===== config.mk =====
export PLATFORM = sky130hd
export DESIGN_NAME = pdm_sample_sequencer
export DESIGN_NICKNAME = d
export VERILOG_FILES = /design/src/rtl/pdm_sample_sequencer.sv
export SDC_FILE = /design/constraint.sdc
export NUM_CORES = 1
export LEC_CHECK = 0
export ABC_CLOCK_PERIOD_IN_PS = 3270
export CAP_MARGIN = 10
export CORE_MARGIN = 8
export CORE_UTILIZATION = 55
export CTS_CLUSTER_DIAMETER = 120
export DETAILED_ROUTE_END_ITERATION = 12
export PLACE_DENSITY_LB_ADDON = 0.1
export SKIP_CTS_REPAIR_TIMING = 1
export SYNTH_ARGS = -nofsm -noshare
export SYNTH_HDL_FRONTEND = slang
export SYNTH_SLANG_ARGS = --single-unit
export TNS_END_PERCENT = 20

===== constraint.sdc =====
create_clock -name clk -period 3.27 [get_ports clk]
set_input_delay 0.4905 -clock clk [delete_from_list [all_inputs] [get_ports clk]]
set_output_delay 0.4905 -clock clk [all_outputs]
set_load 0.02 [all_outputs]

===== src/rtl/pdm_sample_sequencer.sv =====
// pdm_sample_sequencer
// Buffers upstream 8-bit samples in a small FIFO and feeds them to a
// first-order PDM modulator core, one registered write strobe per sample
// period. Stopping drains the FIFO at the sample rate and finishes with a
// single write of the mute code before going idle.
module pdm_sample_sequencer #(
    parameter int                     BITWIDTH   = 8,
    parameter int                     FIFO_DEPTH = 4,
    parameter int                     PERIOD_W   = 16,
    parameter logic [BITWIDTH-1:0]    IDLE_CODE  = {BITWIDTH{1'b0}}
) (
    input  logic                          clk,
    input  logic                          reset,
    input  logic                          enable,
    input  logic [PERIOD_W-1:0]           period,
    input  logic [BITWIDTH-1:0]           s_data,
    input  logic                          s_valid,
    output logic                          s_ready,
    output logic [BITWIDTH-1:0]           pdm_input,
    output logic                          write_en,
    output logic                          busy,
    output logic [$clog2(FIFO_DEPTH):0]   fifo_level,
    output logic                          underflow
);

    localparam int AW = $clog2(FIFO_DEPTH);
    localparam int LW = AW + 1;

    typedef enum logic [1:0] {
        IDLE  = 2'd0,
        RUN   = 2'd1,
        DRAIN = 2'd2
    } state_t;

    state_t                state_q, state_d;
    logic [PERIOD_W-1:0]   cnt_q, cnt_d;
    logic [AW-1:0]         rdPtr_q, wrPtr_q;
    logic [LW-1:0]         level_q;
    logic [BITWIDTH-1:0]   mem [FIFO_DEPTH];
    logic [BITWIDTH-1:0]   pdmInput_q, pdmInput_d;
    logic                  writeEn_q, writeEn_d;
    logic                  underflow_q, underflow_d;
    logic                  enablePrev_q;

    logic                  fifoFull;
    logic                  fifoEmpty;
    logic                  push;
    logic                  pop;
    logic                  tick;

    // Full/empty come straight from the registered level, so s_ready never
    // depends on a pop happening in the same cycle.
    assign fifoFull  = (level_q == LW'(FIFO_DEPTH));
    assign fifoEmpty = (level_q == '0);
    assign push      = s_valid && !fifoFull;
    assign tick      = (state_q != IDLE) && (cnt_q >= period);

    assign s_ready    = !fifoFull;
    assign pdm_input  = pdmInput_q;
    assign write_en   = writeEn_q;
    assign busy       = (state_q != IDLE);
    assign fifo_level = level_q;
    assign underflow  = underflow_q;

    // Rate divider: held at zero while idle, wraps to zero on every tick.
    always_comb begin
        cnt_d = cnt_q + PERIOD_W'(1);
        if (state_q == IDLE || tick) begin
            cnt_d = '0;
        end
    end

    // Next-state and output strobe logic; enable wins over the final drain
    // tick so a restart during DRAIN never emits the mute code.
    always_comb begin
        state_d     = state_q;
        pop         = 1'b0;
        writeEn_d   = 1'b0;
        pdmInput_d  = pdmInput_q;
        underflow_d = underflow_q;

        if (enable && !enablePrev_q) begin
            underflow_d = 1'b0;
        end

        case (state_q)
            IDLE: begin
                if (enable) begin
                    state_d = RUN;
                end
            end
            RUN: begin
                if (tick) begin
                    if (!fifoEmpty) begin
                        pop        = 1'b1;
                        writeEn_d  = 1'b1;
                        pdmInput_d = mem[rdPtr_q];
                    end else begin
                        underflow_d = 1'b1;
                    end
                end
                if (!enable) begin
                    state_d = DRAIN;
                end
            end
            DRAIN: begin
                if (tick && !fifoEmpty) begin
                    pop        = 1'b1;
                    writeEn_d  = 1'b1;
                    pdmInput_d = mem[rdPtr_q];
                end
                if (enable) begin
                    state_d = RUN;
                end else if (tick && fifoEmpty) begin
                    writeEn_d  = 1'b1;
                    pdmInput_d = IDLE_CODE;
                    state_d    = IDLE;
                end
            end
            default: begin
                state_d = IDLE;
            end
        endcase
    end

    // Control state, divider, FIFO pointers and registered outputs.
    always_ff @(posedge clk or posedge reset) begin
        if (reset) begin
            state_q      <= IDLE;
            cnt_q        <= '0;
            rdPtr_q      <= '0;
            wrPtr_q      <= '0;
            level_q      <= '0;
            pdmInput_q   <= '0;
            writeEn_q    <= 1'b0;
            underflow_q  <= 1'b0;
            enablePrev_q <= 1'b0;
        end else begin
            state_q      <= state_d;
            cnt_q        <= cnt_d;
            pdmInput_q   <= pdmInput_d;
            writeEn_q    <= writeEn_d;
            underflow_q  <= underflow_d;
            enablePrev_q <= enable;
            if (push) begin
                wrPtr_q <= wrPtr_q + AW'(1);
            end
            if (pop) begin
                rdPtr_q <= rdPtr_q + AW'(1);
            end
            if (push && !pop) begin
                level_q <= level_q + LW'(1);
            end else if (pop && !push) begin
                level_q <= level_q - LW'(1);
            end
        end
    end

    // Sample storage; contents need no reset because the pointers define
    // which entries are valid.
    always_ff @(posedge clk) begin
        if (push) begin
            mem[wrPtr_q] <= s_data;
        end
    end

endmodule


; After elaboration in Yosys (flattened, before gate mapping)
; Memory sizes are Yosys's and may differ from the RTL's.
; Cells that the tools add are included.
[op_classes]
addsub = 5
n_lt_le_gt_ge = 1
eq_ne = 8
n_mux = 27
n_reduce_logical = 20
[ops]
columns = cell, count
row1 = 8-bit 2-to-1 mux, 5
row2 = 16-bit by 1-bit adder with 16-bit output (second input constant), 1
row3 = 16-bit greater-or-equal comparator, 1
row4 = 16-bit 2-to-1 mux, 1
row5 = 8-bit case mux with 2 select lines, 1
row6 = 1-bit 2-to-1 mux, 11
row7 = 2-bit 2-to-1 mux, 4
row8 = 2-bit inequality test (second input constant), 4
row9 = 1-bit logical AND, 7
row10 = 3-bit 2-to-1 mux, 2
row11 = 2-bit case mux with 3 select lines, 1
row12 = 3-bit AND reduction, 2
row13 = 2-bit nonzero test, 3
row14 = 1-bit zero test, 5
row15 = 2-bit by 1-bit adder with 2-bit output (second input constant), 2
row16 = 1-bit case mux with 2 select lines, 2
row17 = 3-bit by 1-bit adder with 3-bit output (second input constant), 1
row18 = 3-bit equality test (second input constant), 1
row19 = 3-bit zero test, 1
row20 = 3-bit inequality test (second input constant), 1
row21 = 3-bit by 1-bit subtractor with 3-bit output (second input constant), 1
row22 = 2-bit by 1-bit equality test with 1-bit output (second input constant), 1
row23 = 2-bit equality test (second input constant), 1
row24 = 2-bit zero test, 1
row25 = 1-bit logical OR, 1
[totals]
register_bits = 36
ram_bits = 32
output_inout_bits = 15
wordCells = 71
n_memories = 1
[memory_table]
columns = name, words, word_bits, read_ports, rd_ports_with_merged_regs, wr, line_no
row1 = mem, 4, 8, 1, 0, 1, 39  ; logic [BITWIDTH-1:0] mem [FIFO_DEPTH];

; Logic depth before layout (Yosys ltp)
[depth]
ltp_word = 8
depth_mapped = 13

; Least setup slack after synthesis
; OpenSTA, ideal clock, no wires.
[synth_timing]
path_kind = in2reg
start = in period[13]
end = reg level_q[2] (netlist: fifo_level[2])
setup_ns = 0.080
arrival_ns = 2.811
t_required_ns = 3.190
setup_slack_ns = 0.379
cell_stages = 13
cell_sequence = inv_1 > ha_1 > a21o_1 > a21o_1 > a221oi_4 > a31oi_4 > nand3_1 > ha_1 > inv_1 > fa_1 > xor2_1 > nor2_1 > xor2_1
[synth_via]
elab_chain_len = 8
elab_cells_between_ends = 11
[synth_rtl]
columns = element, line_no
row1 = start: declaration, 15  ; input logic [PERIOD_W-1:0] period,
row2 = 16-bit greater-or-equal comparator *, 56  ; assign tick = (state_q != IDLE) && (cnt_q >= period);
row3 = 1-bit logical AND *, 56
row4 = 1-bit logical AND, 107  ; if (tick && !fifoEmpty) begin
row5 = 1-bit 2-to-1 mux, 107
row6 = 1-bit case mux with 2 select lines *, 86  ; case (state_q)
row7 = 1-bit zero test, 151  ; if (push && !pop) begin
row8 = 1-bit logical AND, 151
row9 = 3-bit 2-to-1 mux / 2-bit nonzero test (equally long branches), --
row10 = end signal: assignment, 152  ; level_q <= level_q + LW'(1);
row11 = end signal: assignment, 154  ; level_q <= level_q - LW'(1);
row12 = end: declaration, 38  ; logic [LW-1:0] level_q;
; Mark *: on every way between the ends. The rest lies on a longest branch, timed or not.
; A chain may end at the register's enable or synchronous reset.

; Worst setup path after layout
; Ends and elaborated chain as after synthesis.

==> metrics.csv <==
metric,value,unit
status,finished clean,
hpwl,4610,um
clkTransAtPathRegs,0.07,ns
clock_latency,0.34,ns
die_area,8840,um2
avgSynthCellArea,12.9,um2
power_leakage,0.00180,uW
wl_met1,3020,um
tightestPinTransition,0.638,ns
syn2layout_area_growth,22.9,%
detail_route.first_pass.iterations,4,
track_usage,0.156,
p_per_area,611,nW/um2
route.met2.wl,2990,um
cts_max_level,3,
min_path_type,flip-flop to flip-flop,
netlist_instances,260,
finalHoldViolations,0,
slew_viol_final,0,
cp.buffers_inverters,3,
max_freq,330,MHz
max_stage_delay,0.45,ns
place_inst,380,
rsz0062_at_grt,no,
ys_ff_latch,68,
cts_num_sinks,68,
crit_path_start_kind,primary input,
critPathKind,primary input to flip-flop,
ys.flop_type,dfrtp_1,
fin_crit,3.03,ns
path_cells,clkdlybuf4s50_1 -> inv_1 -> ha_1 -> a21o_1 -> a21o_1 -> a221oi_4 -> a31oi_4 -> nand3_1 -> ha_1 -> inv_1 -> fa_1 -> xor2_1 -> nor2_1 -> xor2_1,
wl_met3,299,um
drv_cap,0,
die_x,94.0,um
critPathRequiredTime,3.53,ns
layout-drive-gt1-share,0.121,
relSlewSlack,0.574,
period_share,0.927,
critical-path-slowest-cell,clkdlybuf4s50_1,
overflow,0,
vias,2131,
top_layer_used,met4,
ant_nets,0,
ir_drop,443,uV
grt_pass1_vias,2190,
grt_first_pass_wirelength,10600,um
syn_nets,316,
final_cell_mix,"clkdlybuf4s50_1, dfrtp_1, edfxtp_1, ha_1, inv_1",
antenna_cells,0,
worstPathArrival,3.30,ns
cp_top_family,adder cells,
ys_warn_count,0,
finalNonFillerCells,396,
worstHoldStart,pdm_input[1]$_DFFE_PP0P_,
finalHoldWorstSlack,0.511,ns
antenna_found_initial,0,
portBuffers,42,
rows,28,
ctsRootBufferMaster,clkbuf_8,
skew,0.00967,ns
gp_congestion,0.832,
ioPinCount,43,
crit_start,period[13],
drt_iter0_drc,58,
drt-total-wl,6360,um
end_kind,flip-flop,
coreArea,5920,um2
vias_per_cell,5.38,
grt_max_degree,37,
r2r-start,cnt_q[0]$_DFF_PP0_,
start_util,0.566,
die_y,94.0,um
setup_viol,0,
numCtsBuffers,9,
clk_path_buf_depth,2,
synthArstFlopShare,0.529,
drc,0,
cts_tree,built,
wl_per_cell,16.1,um
seq_area_frac_synth,0.556,
yosysUniqueCellTypes,42,
synth-edff-count,32,
syn_area,3350,um2
crit_fanout,2,
final_common_cell,clkdlybuf4s50_1,
final_nets,372,
## cell families (layout without fill, tap and decap cells)
group / Yosys count / in the layout / share of synthesized area
adders and majority gates: 28 / 28 / 0.107
AOI/OAI and AO/OA: 36 / 36 / 0.0833
DFF: 68 / 68 / 0.556
buffers and inverters: 29 / 90 / 0.0347
and+or+nand+nor: 73 / 73 / 0.118
muxes: 9 / 9 / 0.0572
xor gates and xnor gates: 17 / 17 / 0.0445
## stage by stage
stage | cell area (um2) | power, uW | util | TNS [ns] | worst slack [ns]
detailed placement | 3890 | 1770 | 0.658 | -0.209 | -0.105
global route | 4120 | 2680 | 0.695 | 0 | 0.0745
floorplan | 3350 | 1530 | - | 0 | 0.379
CTS | 4120 | 2540 | 0.695 | 0 | 0.239
finish | 4120 | 2510 | 0.695 | 0 | 0.238
global placement | 3890 | 1760 | 0.658 | -0.101 | -0.0694
## worst paths after layout
kind / endpoint / slack, ns / cells past startpoint
setup / recovery: fifo_level[2]$_DFFE_PP0P_ / 0.24 / 14
hold / removal: pdm_input[1]$_DFFE_PP0P_ / 0.51 / 1
setup reg to reg: fifo_level[2]$_DFFE_PP0P_ / 0.42 / 13
hold reg to reg: pdm_input[1]$_DFFE_PP0P_ / 0.51 / 1
max in group asynchronous: wrPtr_q[1]$_DFFE_PP0P_ / 2.37 / 3
min in group asynchronous: pdm_input[2]$_DFFE_PP0P_ / 0.56 / 3
## report_power, final
part | switching (uW) | total, uW | internal, uW
sequential | 87.1 | 1130 | 1040
clock | 326 | 760 | 434
combinational | 351 | 626 | 275
total | 764 | 2510 | 1750
## cell usage after synthesis (2+ instances only)
library cell,instances,area (um2)
a22o_1,8,70.1
nand3_1,10,50.1
buf_1,2,7.51
or3_1,3,18.8
nand3b_2,2,22.5
xor2_1,9,78.8
a21o_1,2,15.0
inv_1,25,93.8
edfxtp_1,32,961
nor3_1,4,20.0
dfrtp_1,36,901
nand2b_1,4,25.0
and3_1,9,56.3
nor2_1,19,71.3
xnor2_1,8,70.1
o21ai_0,9,45.0
nand4_1,2,12.5
ha_1,27,338
nand2_1,12,45.0
mux4_2,8,180
a21oi_1,8,40.0
## layer usage
layer	global-route usage	up-vias
li1	-	1050
met1	0.211	1042
met2	0.229	35
met3	0.0528	4
met4	0.0542	0
met5	0	-
## sequential cells by signal, summed over array words and instances (netlist names)
name	count
mem	32
cnt_q	16
pdm_input	8
fifo_level	3
rdPtr_q	2
state_q	2
wrPtr_q	2
enablePrev_q	1
underflow	1
write_en	1
## final cells by class
cell class              instances  area, um2
inverters                      25       93.8
clock inverters                 7       98.8
fillers                       433       1800
repair buffers                 49        473
well taps                      75       93.8
flip-flops and latches         68       1860
multi-input cells             163       1370
clock buffers                   9        124
## worst register-to-register path: cells and delay by family, from the launching register on
kind | cells | cell delay (ns)
AOI/OAI and AO/OA | 2 | 0.50
xor gates and xnor gates | 2 | 0.32
adders and majority gates | 3 | 0.80
buffers and inverters | 2 | 0.12
DFF | 1 | 0.42
and+or+nand+nor | 4 | 0.63
(Power assumes the default switching activity.)
==> RTL change, RTL diff (config.mk and constraints unchanged) <==
Encoding of `state_t`: now one-hot (3 bits for 3 states).
--- a/src/rtl/pdm_sample_sequencer.sv
+++ b/src/rtl/pdm_sample_sequencer.sv
@@ -28,6 +28,6 @@
 
-    typedef enum logic [1:0] {
-        IDLE  = 2'd0,
-        RUN   = 2'd1,
-        DRAIN = 2'd2
+    typedef enum logic [2:0] {
+        IDLE  = 3'b001,
+        RUN   = 3'b010,
+        DRAIN = 3'b100
     } state_t;
Behaviour: same outputs for any inputs over 4 cycles, from zero or initial values and one cycle with reset high; so few cycles prove little.
==> RTL change against the unedited design <==
  * Synthesized area shrank 2.6%
  * Wire length shrank 5.2%
  * Power shrank 2.1%
  * Sequential cell count grew 1
  * Final area shrank 2.7%
  * Fmax shrank 1.6%
  * Setup slack lost 49 ps
  * Critical endpoint unchanged
==> RTL change: results <==
{
  "routabilityCongestion": 0.727,
  "ys_top_cells_by_count": "dfrtp_1 (36), edfxtp_1 (32), nor2_1 (27), inv_1 (25), ha_1 (22)",
  "grt_max_degree": 38,
  "finalNetCount": 358,
  "dpl.hpwl_um": 4340,
  "die_x_um": 93.0,
  "synth_xor_area_share_pct": 5.37,
  "vias": 2065,
  "synth_mux_area_share_pct": 5.87,
  "via_per_inst": 5.34,
  "synth_fp_nets": 305,
  "tightest_slew_ps": 723,
  "p_leak_nw": 1.68,
  "post_dp_cell_area_sq_um": 3780,
  "fill_cells": 445,
  "status": "finished clean",
  "synthAdderAreaFrac_pct": 9.05,
  "wl_met3_um": 293,
  "whs_ps": 500,
  "grt_use_total_pct": 14.8,
  "postSynth.asyncResetShare_pct": 53.6,
  "grt_pass1_vias": 2152,
  "drive_gt1_share_pct": 10.9,
  "synthCells": 254,
  "first_iter_violations": 111,
  "wl_met1_um": 2790,
  "synth.area.top_cells": "edfxtp_1 (29%), dfrtp_1 (28%), ha_1 (8.4%)",
  "dp_cells": 371
}
==> RTL change: cell count changes in the layout (fill, tap and decap cells not counted), sizes merged, moves of 5 or more <==
cell,unedited run,this run
ha,27,22
a22o,8,0
a32o,1,10
nor2,19,27
nand3,10,2
==> RTL change: layer usage <==
layer	global-route usage (%)	vias up
met1	17.6	1001
met2	24.7	42
met5	0	-
met3	3.85	5
li1	-	1017
met4	6.85	0
==> RTL change: cell type report <==
type	count	area share [%]
clock buffers	9	3.09
clock inverters	7	2.47
inverters	25	2.34
multi-input cells	154	31.0
flip-flops and latches	69	47.1
well taps	75	2.34
repair buffers	48	11.6
==> RTL change: critical path: stages <==
cell             delay (ps)
clkdlybuf4s50_1         400
ha_1                    280
nand2b_1                140
a2111o_1                400
a32o_1                  250
o21ai_0                 300
ha_1                    230
inv_1                    50
fa_1                    390
xor2_1                  150
nor2_1                  110
xor2_1                  150
==> RTL change: logic make-up (layout without fill, tap and decap cells) <==
logic type	after synthesis	in the layout
AO/OA/AOI/OAI	34	34
XOR/XNOR	20	20
adder cells (fa/ha/maj)	23	23
buffers and inverters	31	89
flip-flops	69	69
multiplexers	9	9
AND/OR/NAND/NOR	68	68
==> RTL change: path summary, 6_finish.rpt <==
kind	cells after the start	from	slack, ps	end
max	12	period[0]	190	fifo_level[2]
min	1	pdm_input[2]	500	pdm_input[2]
max reg2reg	12	cnt_q[0]	310	fifo_level[2]
min reg2reg	1	pdm_input[2]	500	pdm_input[2]
max in group asynchronous	3	reset	2360	state_q[0]
min in group asynchronous	3	reset	560	cnt_q[3]
==> RTL change: where the power goes <==
part / internal, mW / total (mW) / leakage, nW / switching, mW
registers: 1.06 / 1.15 / 0.789 / 0.0917
logic: 0.245 / 0.550 / 0.785 / 0.305
clock network: 0.433 / 0.756 / 0.110 / 0.324
